[config.mk]
export PLATFORM = sky130hd
export DESIGN_NAME = mapper_mem_req
export DESIGN_NICKNAME = d
export VERILOG_FILES = /design/src/rtl/mapper_mem_req_pkg.sv /design/src/rtl/mapper_mem_req_watchdog.sv /design/src/rtl/mapper_mem_req.sv
export SDC_FILE = /design/constraint.sdc
export NUM_CORES = 1
export LEC_CHECK = 0
export ABC_AREA = 0
export CAP_MARGIN = 20
export CORE_MARGIN = 3
export CORE_UTILIZATION = 25
export CTS_CLUSTER_DIAMETER = 80
export DETAILED_ROUTE_END_ITERATION = 16
export SLEW_MARGIN = 20
export SYNTH_ARGS = -nofsm -noshare
export SYNTH_HDL_FRONTEND = slang
export SYNTH_SLANG_ARGS = --single-unit
export TNS_END_PERCENT = 100
[constraint.sdc]
create_clock -name clk -period 1.85 [get_ports clk]
set_clock_uncertainty 0.15 [all_clocks]
set_input_delay 0.185 -clock clk [delete_from_list [all_inputs] [get_ports clk]]
set_output_delay 0.185 -clock clk [all_outputs]
set_load 0.02 [all_outputs]
[src/rtl/mapper_mem_req_pkg.sv]
// Shared definitions for the slot-mapper memory request stage.
package mapper_mem_req_pkg;

  localparam int MAP_ADDR_W = 27;
  localparam int MAP_DATA_W = 8;

  typedef enum logic [1:0] {
    IDLE = 2'd0,
    REQ  = 2'd1,
    DONE = 2'd2
  } state_t;

endpackage

[src/rtl/mapper_mem_req_watchdog.sv]
// Request watchdog: counts cycles while enabled, flags the terminal cycle.
// TIMEOUT of 0 removes the counter and tc never asserts.
module mapper_mem_req_watchdog
  import mapper_mem_req_pkg::*;
#(
  parameter int TIMEOUT = 1023
) (
  input  logic clk,
  input  logic reset,
  input  logic clr,
  input  logic en,
  output logic tc
);

  localparam int CW = (TIMEOUT > 0) ? $clog2(TIMEOUT + 1) : 1;

  generate
    if (TIMEOUT > 0) begin : g_wd
      logic [CW-1:0] count;

      always_ff @(posedge clk or posedge reset) begin
        if (reset) begin
          count <= '0;
        end else if (clr) begin
          count <= '0;
        end else if (en) begin
          count <= count + 1'b1;
        end
      end

      // tc lands on the TIMEOUT-th cycle of the enabled window
      assign tc = en && (count == CW'(TIMEOUT - 1));
    end else begin : g_no_wd
      assign tc = 1'b0;
    end
  endgenerate

endmodule

[src/rtl/mapper_mem_req.sv]
// Turns each mapper access into one registered req/ack memory request and
// stalls the CPU until it completes. Optional read cache: MAPPER_MEM_REQ_RDCACHE_EN.
//
// state | meaning
// IDLE  | waiting for a fresh ram_cs rising edge
// REQ   | mem_req held, waiting for mem_ack or watchdog
// DONE  | access finished, waiting for ram_cs to drop
module mapper_mem_req
  import mapper_mem_req_pkg::*;
#(
  parameter int ADDR_W  = MAP_ADDR_W,
  parameter int DATA_W  = MAP_DATA_W,
  parameter int TIMEOUT = 1023
) (
  input  logic              clk,
  input  logic              reset,
  input  logic              ram_cs,
  input  logic [ADDR_W-1:0] addr,
  input  logic              rnw,
  input  logic [DATA_W-1:0] cpu_wdata,
  output logic              cpu_wait,
  output logic [DATA_W-1:0] rd_data,
  output logic              rd_valid,
  output logic              mem_req,
  output logic [ADDR_W-1:0] mem_addr,
  output logic              mem_we,
  output logic [DATA_W-1:0] mem_wdata,
  input  logic              mem_ack,
  input  logic [DATA_W-1:0] mem_rdata,
  output logic              timeout_err
);

  state_t      state;
  logic        cs_q;
  logic        start;
  logic        wd_tc;
  logic        cache_hit;
  logic [DATA_W-1:0] cache_rd;

  assign start    = ram_cs && !cs_q && (state == IDLE);
  assign cpu_wait = start || (state == REQ);

  mapper_mem_req_watchdog #(.TIMEOUT(TIMEOUT)) u_watchdog (
    .clk   (clk),
    .reset (reset),
    .clr   (start),
    .en    (state == REQ),
    .tc    (wd_tc)
  );

`ifdef MAPPER_MEM_REQ_RDCACHE_EN
  logic              cache_valid;
  logic [ADDR_W-1:0] cache_tag;
  logic [DATA_W-1:0] cache_data;

  always_ff @(posedge clk or posedge reset) begin
    if (reset) begin
      cache_valid <= 1'b0;
      cache_tag   <= '1;
      cache_data  <= '1;
    end else if (start && !rnw) begin
      cache_valid <= 1'b0;
    end else if (state == REQ && mem_ack && !mem_we) begin
      cache_valid <= 1'b1;
      cache_tag   <= mem_addr;
      cache_data  <= mem_rdata;
    end else if (state == REQ && wd_tc) begin
      cache_valid <= 1'b0;
    end
  end

  assign cache_hit = rnw && cache_valid && (addr == cache_tag);
  assign cache_rd  = cache_data;
`else
  assign cache_hit = 1'b0;
  assign cache_rd  = '1;
`endif

  always_ff @(posedge clk or posedge reset) begin
    if (reset) begin
      state       <= IDLE;
      cs_q        <= 1'b0;
      rd_data     <= '1;
      rd_valid    <= 1'b0;
      mem_req     <= 1'b0;
      mem_addr    <= '1;
      mem_we      <= 1'b0;
      mem_wdata   <= '0;
      timeout_err <= 1'b0;
    end else begin
      cs_q     <= ram_cs;
      rd_valid <= 1'b0;
      case (state)
        IDLE: begin
          if (start) begin
            if (cache_hit) begin
              rd_data  <= cache_rd;
              rd_valid <= 1'b1;
              state    <= DONE;
            end else begin
              mem_addr  <= addr;
              mem_we    <= ~rnw;
              mem_wdata <= cpu_wdata;
              mem_req   <= 1'b1;
              state     <= REQ;
            end
          end
        end
        REQ: begin
          // an ack on the terminal watchdog cycle still counts as success
          if (mem_ack || wd_tc) begin
            mem_req <= 1'b0;
            if (!mem_we) begin
              rd_data  <= mem_ack ? mem_rdata : '1;
              rd_valid <= 1'b1;
            end
            if (!mem_ack) begin
              timeout_err <= 1'b1;
            end
            state <= ram_cs ? DONE : IDLE;
          end
        end
        DONE: begin
          if (!ram_cs) begin
            state <= IDLE;
          end
        end
        default: state <= IDLE;
      endcase
    end
  end

endmodule

After elaboration in Yosys (flattened, before gate mapping). Index checks and enable logic that the tools add are counted.

Bitwise operators: 3. Equality and inequality tests: 6. Reductions and logical operators: 14. Mux-type cells: 14. Add/sub/neg operators: 1.

Operators by type and width (count): $mux 10 (2); $reduce_and 3->1 (4); $add 10x1->10 const B (1); $eq 10x10->1 const B (1); $mux 2 (4); $mux 8 (1); $ne 2x2->1 const B (3); $pmux 2 s3 (1); $mux 1 (5); $reduce_bool 2->1 (2); $logic_and 1x1->1 (3); $not 1->1 (3); $eq 2x1->1 const B (1); $eq 2x2->1 const B (1); $logic_not 2->1 (1); $logic_or 1x1->1 (2); $pmux 1 s2 (1); $reduce_and 2->1 (1); $logic_not 1->1 (1).

Output and inout bits: 48. Bits of input ports: 48. Flip-flop bits (word level): 60.

Logic depth before layout (Yosys ltp).
Word-level depth: 5. Mapped depth: 6. Mapped depth without buffers: 5.

Hierarchy. Synthesis repeated with hierarchy kept, for this count alone.

Cells, all modules: 176. Area total of the unflattened synthesis: 2519.9 um^2.

By module, submodules not included: mapper_mem_req (area each 1985.7 um^2, instances 1, cells an instance 123); mapper_mem_req_watchdog (area each 534.3 um^2, instances 1, cells an instance 53).

Least setup slack after synthesis. OpenSTA, ideal clock, no wires.

Kind: register to output. Start point: register state[1]. End point: output port cpu_wait. Cell stages (with the launch flop): 6. Path buffers: 3. Path slack: -0.004 ns. Arrival: 1.519 ns. Required time: 1.515 ns. Cell sequence: dfrtp_1 > buf_6 > or4b_1 > buf_2 > clkbuf_1 > nand2_1.

Cells in the longest elaborated chain, start to end: 3. Elaborated cells on any way between the ends: 4. Those cells by class: eq/ne: 1; reduce/logical: 3.

Ends and longest elaborated chain: from (decl) (line mapper_mem_req.sv:33) `state_t state;`; from (signal assigned) (line mapper_mem_req.sv:120) `state <= ram_cs ? DONE : IDLE;`; $logic_not 2->1 (line mapper_mem_req.sv:40) `assign start = ram_cs && !cs_q && (state == IDLE);`; $logic_and 1x1->1 (line mapper_mem_req.sv:40); $logic_or 1x1->1 * (line mapper_mem_req.sv:41) `assign cpu_wait = start || (state == REQ);`; to (decl) (line mapper_mem_req.sv:21) `output logic cpu_wait,`.

Every way passes the cells marked *; elsewhere a longest branch is shown, timed or not.

Worst setup path after layout.
Start point: register state[1]. End point: register u_watchdog.g_wd.count[4].

Cells in the longest elaborated chain, start to end: 3. Elaborated cells on any way between the ends: 5. Those cells by class: eq/ne: 1; mux: 1; reduce/logical: 3.

Ends and longest elaborated chain: $logic_not 2->1 (line mapper_mem_req.sv:40); $logic_and 1x1->1 (line mapper_mem_req.sv:40); $mux 10 / $reduce_bool 2->1 (equally long branches); to (signal assigned) (line mapper_mem_req_watchdog.sv:27) `count <= count + 1'b1;`; to (decl) (line mapper_mem_req_watchdog.sv:19) `logic [CW-1:0] count;`.

Parallel ways exist; a longest one is shown, timed or not. A chain may end at the register's enable or synchronous reset.

==> results.txt <==
Fill cells: 1019
CP max stage cell: or4b_4
startpoint type of the worst setup path: flip-flop
worst-path fanout max: 23
hold_ws: 0.0911 ns
All-Layer GR Usage: 11.9%
sequential area share after synthesis: 60.8%
syn_nets: 315
global route total overflow: 0
Starting Density: 25.9%
initial DRC count: 69
Setup Crit Path Kind: reg2reg
gate count after technology mapping: 265
P_int: 0.00325 W
Synth top area share: 36.2%
area of the core: 9820 sq um
Final Instance Area: 4040 sq um
CTS Root Cell: clkbuf_8
Max-slew headroom: 75.7%
setup TNS: 0 ns
Max stage delay on crit path: 0.58 ns
initial antenna violation count: 0
port bufs: 95
VDD IR max: 0.417 mV
Netlist Area Pre-Place: 2540 sq um
overall routed net length: 6550 um
die height: 107 um
first-pass GRT wire length: 10900 um
H-tree depth: 3
row count: 36
top_reg_cell synth: dfstp_2
most area-hungry cell type in the Yosys netlist: dfstp_2
DRT Pass-1 Iters: 4
clock buffer count from CTS: 9
Bufs on Longest Clock Path: 2
clock transition at the registers of the reported paths: 0.07 ns
CP Cell Sequence: or4b_4, buf_12, mux2_2, a21o_1
Yosys cell types: 39
HPWL Detailed: 4450 um
Max Cap Viol: 0
worst hold path class: in2async
Post-DP Area: 3710 sq um
fmax: 543 MHz
CP required: 1.92 ns
CTS tree: done
vias in the first global route: 2227
count leader, synth: nand2_1
via count: 2200
via density per instance: 4.30
switch share: 31.1%
Die W: 107 um
Slew @ Worst Pin: 0.362 ns
Hold Vio Cnt, Final: 0
layout cells sized above 1: 20.6%
Final Core Density: 41.1%
crit path time final: 1.84 ns
Remaining DRCs: 0
Flop pwr share: 40.9%
gpl congestion: 0.719
max-slew violation count: 0
die area: 11400 sq um
Routed Antenna Nets: 0
# setup viols final: 0
Worst-Skew Late Latency: 0.33 ns
LEAKAGE: 1.94 nW
# diodes: 0
Layout Nets: 424
Post-synth EDFFs: 0
Num Clock Sinks: 60
logic gate share of total power: 32.9%
ys async rst share: 100%
Area contributors post-synth: dfstp_2 36%, dfrtp_1 25%, nand2_1 17%
Post-synth top cells: 115 x nand2_1, 35 x dfstp_2, 25 x dfrtp_1
Synth warnings: 0
RSZ-0062 raised after global routing: true
status: completed
IO Count: 96
fin crit share: 99.6%
CP Data Arrival Time: 1.91 ns
Routed wire per std cell: 12.8 um
power density over the cells: 1170 nW/um^2
Avg Cell Area, Syn: 9.58 sq um
synthesized flop and latch total: 60
Clk pwr share: 26.2%
Switch Pwr: 0.00147 W
largest net degree at the start of global routing: 61
hold buffer count at CTS: 0
critical path endpoint category: flip-flop
Synth-to-Final Area Change: 58.9%
## timing repair
action	CTS	global route
cloned	1	0
pin swaps	2	2
buffers inserted	2	0
setup endpoints to repair	14	29
gates resized for setup	10	18
## placed cells by master (no fill, tap or decap), types with 3 or more instances in the layout
cell type,instances
nand2_1,114
clkdlybuf4s50_1,79
dfstp_2,35
dfrtp_1,25
dlymetal6s2s_1,15
buf_4,14
clkbuf_8,10
nor2_1,9
a21oi_1,9
o22ai_1,8
nand3_1,7
o21ai_0,4
inv_1,3
clkinv_2,3
## critical path: cells and delay by family, from the launching register on
kind                   cells  cell delay, ns
AOI/OAI and AO/OA          1            0.17
and+or+nand+nor            1            0.58
DFF                        1            0.38
buffers and inverters      1            0.19
muxes                      1            0.26
## metrics by stage
| step | total power [W] | worst slack [ns] | std cells |
|---|---|---|---|
| after floorplan | 0.00271 | 0.0193 | 265 |
| after global placement | 0.00347 | -0.404 | 493 |
| after detailed placement | 0.00349 | -0.407 | 493 |
| after CTS | 0.00481 | -0.0247 | 512 |
| after global routing | 0.00501 | -0.0314 | 512 |
| final | 0.00472 | 0.00798 | 512 |
## kinds of logic after synthesis
kind of cell | synth area share [%]
XOR/XNOR | 0.345
buffers and inverters | 3.69
adder cells (fa/ha/maj) | 0.985
AO/OA/AOI/OAI | 8.03
multiplexers | 1.23
AND/OR/NAND/NOR | 24.9
flip-flops | 60.8
## flip-flops by register name, indices dropped and copies added, names as in the netlist
signal and flops:
cs_q 1, mem_addr 27, mem_req 1, mem_wdata 8, mem_we 1, rd_data 8, rd_valid 1, state 2
timeout_err 1, u_watchdog.g_wd.count 10
## power by group through the flow
stage | Sequential [W] | Combinational (W) | Clock [W]
after floorplan | 0.00227 | 0.000432 | 0
after global placement | 0.00195 | 0.00151 | 0
after detailed placement | 0.00196 | 0.00153 | 0
after CTS | 0.00194 | 0.00160 | 0.00128
after global routing | 0.00198 | 0.00169 | 0.00134
final | 0.00193 | 0.00155 | 0.00124
## worst paths after layout
kind,cells past startpoint,start,slack (ns),end
worst max register to register,4,state[1],0.008,u_watchdog.g_wd.count[4]
worst min register to register,2,mem_addr[0],0.31,mem_addr[0]
min in group clk,3,addr[18],0.20,mem_addr[18]
worst min-delay path,3,reset,0.09,cs_q
worst max-delay path,4,state[1],0.008,u_watchdog.g_wd.count[4]
max in group asynchronous,3,reset,1.15,mem_addr[24]
## final cells by class
class                      instances  area, sq um  area share, %
sequential                        60         1550           38.3
timing repair buffer             113         1180           29.2
multi-input combinational        186          920           22.8
clock buffer                      12          166           4.12
tap                              133          166           4.12
clock inverter                     4         45.0           1.12
inverter                           4         15.0          0.372
## layer usage
metal	vias to the layer above	wire (um)	global-route usage (%)
li1	1092	-	-
met1	1048	2900	14.6
met2	56	3100	19.1
met3	4	510	5.24
met4	0	39	3.29
met5	-	0	0
Power figures use the tool's default switching activity.
